## src/rtl/cpu_pkg.sv

```systemverilog
// Shared types and constants for the memory-stage controller.
package cpu_pkg;

  localparam int unsigned WORD_W = 16;

  localparam logic [1:0] ST_IDLE = 2'd0;
  localparam logic [1:0] ST_REQ  = 2'd1;
  localparam logic [1:0] ST_WAIT = 2'd2;

  typedef enum logic [1:0] {
    S_IDLE = ST_IDLE,
    S_REQ  = ST_REQ,
    S_WAIT = ST_WAIT
  } mem_state_e;

  // Request payload presented to the data memory.
  typedef struct packed {
    logic [WORD_W-1:0] addr;
    logic [WORD_W-1:0] wdata;
    logic              rd;
    logic              wr;
  } mem_req_t;

endpackage

```

## src/rtl/mem_wait_timer.sv

```systemverilog
// Wait-cycle counter for an outstanding memory access; tc_c flags the last
// permitted cycle. TIMEOUT of 0 disables the terminal count.
module mem_wait_timer
  import cpu_pkg::*;
#(
  parameter int unsigned TIMEOUT = 32,
  parameter int unsigned CNT_W   = 6
) (
  input  logic clk,
  input  logic rst_n,
  input  logic clr,
  input  logic en,
  output logic tc_c
);

  localparam logic [CNT_W-1:0] TC_VAL = CNT_W'((TIMEOUT == 0) ? 0 : TIMEOUT - 1);
  localparam logic             TC_EN  = (TIMEOUT != 0);

  logic [CNT_W-1:0] cnt;

  always_ff @(posedge clk) begin
    if (!rst_n) begin
      cnt <= '0;
    end else if (clr) begin
      cnt <= '0;
    end else if (en) begin
      cnt <= cnt + CNT_W'(1);
    end
  end

  assign tc_c = TC_EN & en & (cnt == TC_VAL);

endmodule

```

## src/rtl/mem_stage_ctrl.sv

```systemverilog
// Memory-stage controller: request/done handshake with a stalling data memory,
// pipeline freeze and one write-back result per instruction.
// Optional MEM_ALIGN_CHECK_EN: odd load/store addresses abort without a request.
module mem_stage_ctrl
  import cpu_pkg::*;
#(
  parameter int unsigned TIMEOUT = 32,
  parameter int unsigned CNT_W   = 6
) (
  input  logic              clk,
  input  logic              rst_n,
  input  logic              ex_valid,
  input  logic              ex_mem_read,
  input  logic              ex_mem_write,
  input  logic [WORD_W-1:0] ex_alu_out,
  input  logic [WORD_W-1:0] ex_wdata,
  output logic [WORD_W-1:0] mem_addr,
  output logic [WORD_W-1:0] mem_wdata,
  output logic              mem_rd,
  output logic              mem_wr,
  input  logic              mem_stall,
  input  logic              mem_done,
  input  logic [WORD_W-1:0] mem_rdata,
  output logic              stall_pipe,
  output logic              wb_valid,
  output logic [WORD_W-1:0] wb_data,
  output logic              mem_err
);

  mem_state_e        state, state_d;
  mem_req_t          req_q, req_d;
  logic              is_load_q, is_load_d;
  logic              wb_valid_d, mem_err_d;
  logic [WORD_W-1:0] wb_data_d;
  logic              access, misalign;
  logic              tmr_clr, tmr_en, tmo_c;

  assign access = ex_valid & (ex_mem_read | ex_mem_write);

`ifdef MEM_ALIGN_CHECK_EN
  assign misalign = ex_alu_out[0];
`else
  assign misalign = 1'b0;
`endif

  assign tmr_en = (state == S_REQ) | (state == S_WAIT);

  mem_wait_timer #(
    .TIMEOUT (TIMEOUT),
    .CNT_W   (CNT_W)
  ) u_timer (
    .clk   (clk),
    .rst_n (rst_n),
    .clr   (tmr_clr),
    .en    (tmr_en),
    .tc_c  (tmo_c)
  );

  // Next-state, next-output and pipeline-stall decode.
  always_comb begin
    state_d    = state;
    req_d      = req_q;
    is_load_d  = is_load_q;
    wb_valid_d = 1'b0;
    wb_data_d  = wb_data;
    mem_err_d  = 1'b0;
    stall_pipe = 1'b0;
    tmr_clr    = 1'b0;

    unique case (state)
      S_IDLE: begin
        if (access && misalign) begin
          mem_err_d  = 1'b1;
          wb_valid_d = 1'b1;
          wb_data_d  = '0;
        end else if (access) begin
          // A simultaneous read and write is resolved as a read.
          stall_pipe  = 1'b1;
          tmr_clr     = 1'b1;
          req_d.addr  = ex_alu_out;
          req_d.wdata = ex_wdata;
          req_d.rd    = ex_mem_read;
          req_d.wr    = ~ex_mem_read;
          is_load_d   = ex_mem_read;
          state_d     = S_REQ;
        end else if (ex_valid) begin
          wb_valid_d = 1'b1;
          wb_data_d  = ex_alu_out;
        end
      end

      S_REQ: begin
        if (tmo_c) begin
          req_d.rd   = 1'b0;
          req_d.wr   = 1'b0;
          mem_err_d  = 1'b1;
          wb_valid_d = 1'b1;
          wb_data_d  = '0;
          state_d    = S_IDLE;
        end else begin
          stall_pipe = 1'b1;
          if (!mem_stall) begin
            req_d.rd = 1'b0;
            req_d.wr = 1'b0;
            state_d  = S_WAIT;
          end
        end
      end

      S_WAIT: begin
        // Completion takes priority over an expiring timer.
        if (mem_done) begin
          wb_valid_d = 1'b1;
          wb_data_d  = is_load_q ? mem_rdata : req_q.addr;
          state_d    = S_IDLE;
        end else if (tmo_c) begin
          mem_err_d  = 1'b1;
          wb_valid_d = 1'b1;
          wb_data_d  = '0;
          state_d    = S_IDLE;
        end else begin
          stall_pipe = 1'b1;
        end
      end

      default: begin
        state_d = S_IDLE;
      end
    endcase
  end

  always_ff @(posedge clk) begin
    if (!rst_n) begin
      state     <= S_IDLE;
      req_q     <= '0;
      is_load_q <= 1'b0;
      wb_valid  <= 1'b0;
      wb_data   <= '0;
      mem_err   <= 1'b0;
    end else begin
      state     <= state_d;
      req_q     <= req_d;
      is_load_q <= is_load_d;
      wb_valid  <= wb_valid_d;
      wb_data   <= wb_data_d;
      mem_err   <= mem_err_d;
    end
  end

  assign mem_addr  = req_q.addr;
  assign mem_wdata = req_q.wdata;
  assign mem_rd    = req_q.rd;
  assign mem_wr    = req_q.wr;

endmodule

```

## config.mk

```make
export PLATFORM = sky130hd
export DESIGN_NAME = mem_stage_ctrl
export DESIGN_NICKNAME = d
export VERILOG_FILES = /design/src/rtl/cpu_pkg.sv /design/src/rtl/mem_wait_timer.sv /design/src/rtl/mem_stage_ctrl.sv
export SDC_FILE = /design/constraint.sdc
export NUM_CORES = 1
export LEC_CHECK = 0
export BUFFER_PORTS_ARGS = -buffer_cell sky130_fd_sc_hd__buf_2
export CAP_MARGIN = 5
export CORE_MARGIN = 2
export CORE_UTILIZATION = 45
export CTS_BUF_LIST = sky130_fd_sc_hd__clkbuf_4
export DETAILED_ROUTE_END_ITERATION = 10
export PLACE_DENSITY = 0.74
export SETUP_SLACK_MARGIN = 0.4
export SYNTH_ARGS = -nofsm -noshare
export SYNTH_HDL_FRONTEND = slang
export SYNTH_HIERARCHICAL = 1
export SYNTH_SLANG_ARGS = --single-unit
```

## constraint.sdc

```tcl
create_clock -name clk -period 5.1 [get_ports clk]
set_input_delay 0.255 -clock clk [delete_from_list [all_inputs] [get_ports clk]]
set_output_delay 0.255 -clock clk [all_outputs]
set_load 0.005 [all_outputs]
```

# --- After elaboration in Yosys (flattened, before gate mapping) ---
# Cells that the tools add are included.
op_classes:
  eq_ne: 8
  reduce_logical: 8
  n_bitwise: 6
  n_mux: 28
  add_sub_neg: 1
ops:
  columns: ["operator", "n"]
  rows:
  - ["2-to-1 mux 16 bit", 5]
  - ["case mux 16 bit (3 select lines)", 1]
  - ["2-to-1 mux 2 bit", 8]
  - ["2-to-1 mux 1 bit", 9]
  - ["AND reduction 3 bit", 3]
  - ["adder 6 x 1 -> 6 bit (second input constant)", 1]
  - ["equality test 6 x 5 -> 1 bit (second input constant)", 1]
  - ["!= test 2 bit (second input constant)", 3]
  - ["!= test 3 bit (second input constant)", 2]
  - ["case mux 1 bit (3 select lines)", 2]
  - ["case mux 2 bit (3 select lines)", 1]
  - ["case mux 2 bit (2 select lines)", 1]
  - ["nonzero test 3 bit", 1]
  - ["AND 1 bit", 2]
  - ["equality test 2 x 1 -> 1 bit (second input constant)", 1]
  - ["equality test 2 bit (second input constant)", 1]
  - ["zero test 2 bit", 1]
  - ["NOT 1 bit", 2]
  - ["OR 1 bit", 2]
  - ["case mux 1 bit (2 select lines)", 1]
  - ["AND reduction 2 bit", 1]
  - ["nonzero test 2 bit", 1]
  - ["OR reduction 2 bit", 1]
word_totals:
  out_inout_bits: 53
  inputBits: 55
  ff_bits: 61
  wordCells: 61

# --- Logic depth before layout (Yosys ltp) ---
# Gate-level depths: netlist of the first run.
depth:
  word_depth: 6
  depth_mapped: 10
  ltp_nobuf: 8

# --- Modules after synthesis ---
# The synthesis of the first run kept the hierarchy.
by_module_without_submodules:
  columns: ["mod", "area_each_um2", "cells_per_inst", "instances"]
  rows:
  - ["mem_stage_ctrl", 2432.3, 281, 1]
  - ["mem_wait_timer", 252.7, 26, 1]

# --- Worst setup path before layout of the first run ---
# OpenSTA, ideal clock, no wires.
synth_timing:
  path_type: "register to register"
  start: "reg state[0]"
  end: "reg req_q, in the netlist mem_rd"
  arrival_time_ns: 2.089
  required_ns: 4.972
  slack_ns: 2.883
  stages_incl_launch_ff: 9
  setup_ns: 0.128
  path_cell_list: "dfxtp_1 -> inv_1 -> ha_1 -> nand4_1 -> nor3b_1 -> and3b_1 -> a211oi_2 -> mux2i_1 -> nor2_1"
synth_between:
  elab_chain_len: 5
  elab_cells_between_ends: 11
synth_lines:
  columns: ["element", "line_no", "text"]
  rows:
  - ["start, declared", "mem_stage_ctrl.sv:30", "mem_state_e state, state_d;"]
  - ["start signal, assigned", "mem_stage_ctrl.sv:141", "state <= state_d;"]
  - ["equality test 2 x 1 -> 1 bit or equality test 2 bit (tied branches)", "mem_stage_ctrl.sv:46", "assign tmr_en = (state == S_REQ) | (state == S_WAIT);"]
  - ["OR 1 bit (*)", "mem_stage_ctrl.sv:46", null]
  - ["named net tmr_en", "mem_stage_ctrl.sv:36", "logic tmr_clr, tmr_en, tmo_c;"]
  - ["AND 1 bit (*)", "mem_wait_timer.sv:31", "assign tc_c = TC_EN & en & (cnt == TC_VAL);"]
  - ["named net tmo_c", "mem_stage_ctrl.sv:36", null]
  - ["!= test 3 bit (no line) or 2-to-1 mux 2 bit (tied branches)", null, null]
  - ["AND reduction 3 bit (no line) or case mux 2 bit (2 select lines) (tied branches)", null, null]
  - ["end signal, assigned", "mem_stage_ctrl.sv:142", "req_q <= req_d;"]
  - ["end, declared", "mem_stage_ctrl.sv:31", "mem_req_t req_q, req_d;"]
# Mark *: on every way through the listed nets, which the timed path passes. The rest lies on a longest branch.
# A chain may end at the register's enable or synchronous reset.

# --- Worst setup path after layout of the first run ---
layout_timing:
  start: "reg state[0]"
  end: "out stall_pipe"
layout_between:
  elab_chain_len: 6
  elab_cells_between_ends: 8
layout_lines:
  columns: ["element", "line_no", "text"]
  rows:
  - ["equality test 2 x 1 -> 1 bit or equality test 2 bit (tied branches)", "mem_stage_ctrl.sv:46", null]
  - ["OR 1 bit (*)", "mem_stage_ctrl.sv:46", null]
  - ["named net tmr_en", "mem_stage_ctrl.sv:36", null]
  - ["AND 1 bit (*)", "mem_wait_timer.sv:31", null]
  - ["named net tmo_c", "mem_stage_ctrl.sv:36", null]
  - ["2-to-1 mux 1 bit (*)", "mem_stage_ctrl.sv:93, mem_stage_ctrl.sv:116", null]
  - ["2-to-1 mux 1 bit", "mem_stage_ctrl.sv:112", "if (mem_done) begin"]
  - ["case mux 1 bit (3 select lines) (*)", "mem_stage_ctrl.sv:70", "unique case (state)"]
  - ["end, declared", "mem_stage_ctrl.sv:24", "output logic stall_pipe,"]
# Marked as above.

==> results of run 1 <==
## kinds of logic (layout without fill, tap and decap cells)
group,count (synthesis),in the layout
buf+inv,39,144
mux,21,21
fa+ha+maj,6,6
flops,61,61
simple gates,98,98
xor+xnor,4,4
compound gates,78,78
## where the power goes
group	switching, mW	internal (mW)	total, mW
clock network	0.176	0.208	0.384
logic	0.291	0.220	0.511
registers	0.0646	0.558	0.623
total	0.532	0.986	1.52
## cell usage in the layout (no fill, tap or decap), types with 10 or more instances in the layout
cell / synthesis / layout
sky130_fd_sc_hd__buf_2: 8 / 107
sky130_fd_sc_hd__nand2_1: 72 / 72
sky130_fd_sc_hd__mux2i_1: 21 / 21
sky130_fd_sc_hd__a21oi_1: 35 / 35
sky130_fd_sc_hd__dfxtp_1: 61 / 61
sky130_fd_sc_hd__nor2_1: 10 / 10
sky130_fd_sc_hd__a22o_1: 16 / 16
sky130_fd_sc_hd__inv_1: 18 / 18
sky130_fd_sc_hd__o22ai_1: 16 / 16
sky130_fd_sc_hd__clkbuf_4: 0 / 11
## critical path: cells and delay by family (launching register included)
family          cells  cell delay, ns
fa+ha+maj           1            0.85
flops               1            0.41
simple gates        2            0.79
buf+inv             2            0.23
compound gates      2            0.35
## metrics by stage
stage | cells | setup slack (ns)
after floorplan | 307 | 2.88
after global placement | 471 | 2.14
after detailed placement | 471 | 2.03
after CTS | 487 | 1.78
after global routing | 487 | 1.41
final | 487 | 1.79
## routing by layer
layer  GRT usage (%)  vias to the layer above  part of all wire [%]  wire length [µm]
met1            25.5                     1175                    45              2990
met3            6.78                        6                   7.4               499
met2            34.0                       96                    47              3150
li1                -                     1248                     -                 -
met5               0                        -                     0                 0
met4            7.97                        0                   1.0                70
## final cells by class
class | count | area (µm²) | area share, %
Sequential cell | 61 | 1220 | 36.5
Clock buffer | 11 | 82.6 | 2.47
Tap cell | 75 | 93.8 | 2.80
Timing Repair Buffer | 108 | 543 | 16.2
Multi-Input combinational cell | 207 | 1250 | 37.4
Clock inverter | 5 | 75.1 | 2.24
Inverter | 20 | 80.1 | 2.39
## flip-flops by register name, indices dropped and copies added (netlist names)
signal	cells
is_load_q	1
u_timer/cnt	6
state	2
wb_valid	1
wb_data	16
mem_addr	16
mem_wr	1
mem_wdata	16
mem_err	1
mem_rd	1
## worst max path at each step
| stage | start | to | slack (ns) | cells past startpoint |
|---|---|---|---|---|
| 2_1_floorplan | state[0] | mem_rd | 2.88 | 8 |
| 3_3_place_gp | state[0] | mem_rd | 2.14 | 8 |
| 3_5_place_dp | state[0] | mem_rd | 2.03 | 8 |
| 4_1_cts | state[0] | stall_pipe | 1.78 | 7 |
| 5_1_grt | state[0] | stall_pipe | 1.41 | 7 |
| 6_report | state[0] | stall_pipe | 1.79 | 7 |
==> results.md, run 1 <==
- Result of the run: completed
- Setup TNS: 0 ns
- Critical setup path kind: register to output pin
- Final routed wire length divided by cell count: 13.8 µm
- Die height: 81.2 µm
- Num CTS Buffers: 9
- H-tree depth: 3
- Aggregate routed wire length: 6.71 mm
- Number of max-capacitance violations reported: 0
- Area of all placed cells without fillers: 0.00335 mm²
- Count of hold-fix buffers inserted at cts: 0
- Required time worst endpoint: 4.85 ns
- Number of cells on the worst hold path: 3
- Mean area per synthesized cell: 8.75 µm²
- Hold-critical path endpoint: mem_wdata[12]
- Count of port buffers added during placement: 107
- Clock-pin transition on the worst setup and hold timing paths: 0.10 ns
- Cell Area, Synth: 0.00269 mm²
- Top cell type's share of synthesized area: 45.5%
- Endpoint arrival time on the critical path: 3.06 ns
- Via density: 5.18
- Antenna violations before repair: 0
- Yosys warning count: 6
- Area share of xor/xnor cells in the synthesized design: 1.30%
- Clock tree root buffer cell: sky130_fd_sc_hd__clkbuf_4
- All-layer global routing usage: 20.8%
- Hold_sp: ex_wdata[12]
- Std-Cell Rows: 28
- Area after DPL: 0.00319 mm²
- Slew Viols, Final: 0
- Element type at the critical path end: output pin
- Worst Hold Slack: 0.0684 ns
- Worst skew pair latency: 0.41 ns
- Post-Synth Simple-Gate Area: 15.6%
- Most numerous cell in the Yosys netlist: sky130_fd_sc_hd__nand2_1
- Number of hold-slack violations in the final timing report: 0
- Post-synthesis cell count: 307
- Initial core utilization: 45.9%
- Critical R2R Capture: mem_wr
- Critical Path, Cell by Cell: inv_1 > ha_1 > nand4_1 > nor3b_1 > o21bai_1 > a21oi_1 > buf_2
- Cell taking the most area after synthesis: sky130_fd_sc_hd__dfxtp_1
- Post-DP HPWL: 4.71 mm
- First-pass GRT wire length: 10.5 mm
- Power Density: 453 mW/mm²
- RD Place Congestion: 0.834
- Count of cells along the worst register-to-register path: 8
- DRC violations left: 0
- Area added between synthesis and finish: 24.7%
- Final cell utilization of the core: 57.2%
- Commonest register cell after synthesis: sky130_fd_sc_hd__dfxtp_1
- Share of synthesized cell area in full adder, half adder and majority cells: 2.80%
- Gr ovfl total: 0
- Fill cells: 550
- Layout cells sized above 1: 32.3%
- Total power: 1.52 mW
- Cell with the largest stage delay on the worst path: sky130_fd_sc_hd__ha_1
- Hold Path Class: input port to register
- Maximum number of pins on one net before global-route repair: 38
- CTS Sinks: 61
- Maximum clock path buffer count: 2
- Max Fanout on Critical Path: 25
- Synthesis-stage register bit count: 61
- Complex-gate fraction of the synthesized area: 19.2%
- Launch instance of the worst register-to-register path: state[0]
- Clock tree from TritonCTS: yes
- 1st-pass router iterations: 4
- Postcts setup bufs: 0
- Number of resized instances in the post-cts repair step: 0
- Final Cycle Share: 65.0%
- Transition time of the tightest slew-check pin: 1.05 ns
- Post-synth EDFFs: 0
- Maximum vdd drop: 0.000245 V
- Count of routing violations after the opening detailed-route iteration: 119
- Width of the chip: 81.2 µm
- Main area contributors after synthesis: sky130_fd_sc_hd__dfxtp_1 (45%), sky130_fd_sc_hd__nand2_1 (10%), sky130_fd_sc_hd__mux2i_1 (7.8%)
- Synth cell types: 39
- Area of the core: 0.00585 mm²
- Number of nets in the synthesized netlist: 368
- Via count of the first global-routing pass: 2,287
- Final setup violation count: 0
- Static Leak: 1.58 nW
- RSZ-0062 raised after global routing: false
- Critical Path Source Type: register
- # nets final: 468
- Number of antenna cells inserted: 0
- Fraction of the yosys area taken by sequential cells: 45.5%
- Time the worst path needs with I/O delays and setup: 3.31 ns
- Flop2flop setup slack: 2.00 ns
- Combinational family with the most area after synthesis: compound AO/OA/AOI/OAI gates
- Die Footprint: 0.00660 mm²
- Routed vias: 2,525
- Highest attainable clock frequency: 0.302 GHz
- Max_slew headroom: 30.2%
- Mux cell area share after synthesis: 7.83%
- Clock Skews: 0.0102 ns
- Number of I/O pins: 108
- ANT nets after route: 0
- Async set or reset register ratio after synthesis: 0%
- Most numerous cell types in the synthesized netlist: sky130_fd_sc_hd__nand2_1 (72), sky130_fd_sc_hd__dfxtp_1 (61), sky130_fd_sc_hd__a21oi_1 (35)
- Delay contributed by the slowest stage of the critical path: 0.85 ns
(Power assumes the default switching activity.)
==> run 2, diff against run 1 <==
--- a/config.mk
+++ b/config.mk
@@ -11,7 +11,7 @@
 export CORE_UTILIZATION = 45
 export CTS_BUF_LIST = sky130_fd_sc_hd__clkbuf_4
 export DETAILED_ROUTE_END_ITERATION = 10
-export PLACE_DENSITY = 0.74
+export PLACE_DENSITY = 0.77
 export SETUP_SLACK_MARGIN = 0.4
 export SYNTH_ARGS = -nofsm -noshare
 export SYNTH_HDL_FRONTEND = slang
==> constraint.sdc (replaced) <==
create_clock -name clk -period 2.9 [get_ports clk]
set_input_delay 0.145 -clock clk [delete_from_list [all_inputs] [get_ports clk]]
set_output_delay 0.145 -clock clk [all_outputs]
set_load 0.005 [all_outputs]
==> results.md, run 2 (same netlist as run 1, synthesis figures left out) <==
- Maximum number of pins on one net before global-route repair: 38
- # nets final: 496
- Die Footprint: 0.00660 mm²
- ANT nets after route: 0
- Width of the chip: 81.2 µm
- RSZ-0062 raised after global routing: false
- Antenna violations before repair: 0
- Number of max-capacitance violations reported: 0
- Num CTS Buffers: 9
- First-pass GRT wire length: 11.0 mm
- Max_slew headroom: 33.2%
- Worst skew pair latency: 0.38 ns
- Fill cells: 520
- Area of all placed cells without fillers: 0.00361 mm²
- Required time worst endpoint: 2.76 ns
- CTS Sinks: 61
- Clock-pin transition on the worst setup and hold timing paths: 0.10 ns
- Peak-usage layer in the global routing report: met2
- 1st-pass router iterations: 4
- Final routed wire length divided by cell count: 13.7 µm
- Max Fanout on Critical Path: 5
- Gr ovfl total: 0
- Result of the run: completed
- Maximum vdd drop: 0.000369 V
- Critical setup path kind: register to output pin
- Element type at the critical path end: output pin
- Clock Skews: 0.0104 ns
- Die height: 81.2 µm
- Power Density: 723 mW/mm²
- Maximum clock path buffer count: 2
- Clock tree from TritonCTS: yes
- Transition time of the tightest slew-check pin: 1.00 ns
- Post-DP HPWL: 4.77 mm
- Static Leak: 1.69 nW
- Initial core utilization: 45.9%
- Std-Cell Rows: 28
- M1 GR Usage: 26.3%
- Critical Path Source Type: register
- H-tree depth: 3
- Aggregate routed wire length: 7.07 mm
- Clock tree root buffer cell: sky130_fd_sc_hd__clkbuf_4
- DRC violations left: 0
- Number of hold-slack violations in the final timing report: 0
- Number of I/O pins: 108
- Setup TNS: 0 ns
- Commonest cells after routing, fill and taps aside: sky130_fd_sc_hd__buf_2 (107), sky130_fd_sc_hd__nand2_1 (72), sky130_fd_sc_hd__dfxtp_1 (60)
- Hold Path Class: input port to register
- Commonest non-fill, non-tap cell in the layout: sky130_fd_sc_hd__buf_2
- Slew Viols, Final: 0
- Routed vias: 2,654
- Endpoint arrival time on the critical path: 2.17 ns
- Area added between synthesis and finish: 34.6%
- Final Cycle Share: 80.0%
- Layout cells sized above 1: 31.1%
- Time the worst path needs with I/O delays and setup: 2.32 ns
- GRT met3 Usage: 4.56%
- Count of routing violations after the opening detailed-route iteration: 120
- Area of the core: 0.00585 mm²
- Highest attainable clock frequency: 0.431 GHz
- Number of antenna cells inserted: 0
- Via density: 5.15
- Via count of the first global-routing pass: 2,463
- Final setup violation count: 0
- RD Place Congestion: 0.842
- Grt met2 use: 37.0%
- Area after DPL: 0.00320 mm²
- Count of port buffers added during placement: 107
- All-layer global routing usage: 21.7%
## run 2: cell count changes in the layout (fill, tap and decap cells not counted), sizes merged
cell,previous run,this run
dlygate4sd3,0,26
buf,108,110
bufinv,2,1
clkinvlp,0,1
## run 2: final cells by class
type	instances	area [µm²]	area share [%]
multi-input combinational	207	1260	35.0
sequential	61	1220	33.8
timing repair buffer	136	818	22.6
tap	75	93.8	2.60
clock buffer	11	82.6	2.29
inverter	20	80.1	2.22
clock inverter	5	51.3	1.42
## run 2: metal layers
layer	share of wire [%]	up-vias	wire length, µm
met3	6.7	12	474
met4	1.4	0	96
met5	0	-	0
met1	44	1228	3110
li1	-	1314	-
met2	48	100	3390
## run 2: path summary, 6_finish.rpt
check	startpoint	end	slack [ns]	cells after the start
min	ex_alu_out[4]	mem_addr[4]	0.02	3
max	state[1]	stall_pipe	0.58	7
min reg2reg	mem_wdata[12]	mem_wdata[12]	0.46	2
max reg2reg	state[1]	wb_data[14]	0.59	6
## run 2: power breakdown
part	leakage (nW)	switching (mW)	total, mW	internal [mW]
clock network	0.0743	0.290	0.567	0.277
registers	0.498	0.114	1.10	0.983
logic	1.12	0.530	0.947	0.417
## run 2: worst max-delay path, stage by stage (launching register included)
cell                       delay [ns]
sky130_fd_sc_hd__dfxtp_1         0.39
sky130_fd_sc_hd__inv_1           0.10
sky130_fd_sc_hd__ha_1            0.32
sky130_fd_sc_hd__nand4_1         0.18
sky130_fd_sc_hd__nor3b_4         0.32
sky130_fd_sc_hd__o21bai_1        0.20
sky130_fd_sc_hd__a21oi_1         0.13
sky130_fd_sc_hd__buf_2           0.16
## run 2: through the flow
| step | utilization [%] | setup WS (ns) | cells | hold WS (ns) | power (mW) |
|---|---|---|---|---|---|
| 3_3_place_gp | 54.7 | 0.569 | 472 | 0.386 | 2.00 |
| 3_5_place_dp | 54.7 | 0.440 | 472 | 0.391 | 2.03 |
| 2_1_floorplan | - | 0.683 | 307 | 0.281 | 1.77 |
| 5_1_grt | 61.8 | 0.436 | 515 | 0.00353 | 2.79 |
| 6_report | 61.8 | 0.580 | 515 | 0.0198 | 2.61 |
| 4_1_cts | 61.5 | 0.433 | 514 | 0.000449 | 2.62 |
## run 2: what timing repair did
action | in CTS | in global routing
resized for setup | 1 | 3
endpoints found under the setup margin | 1 | 37
setup buffers | 0 | 1
hold buffers | 26 | 0
endpoints found under the hold margin | 26 | 0
pin swaps | 0 | 1
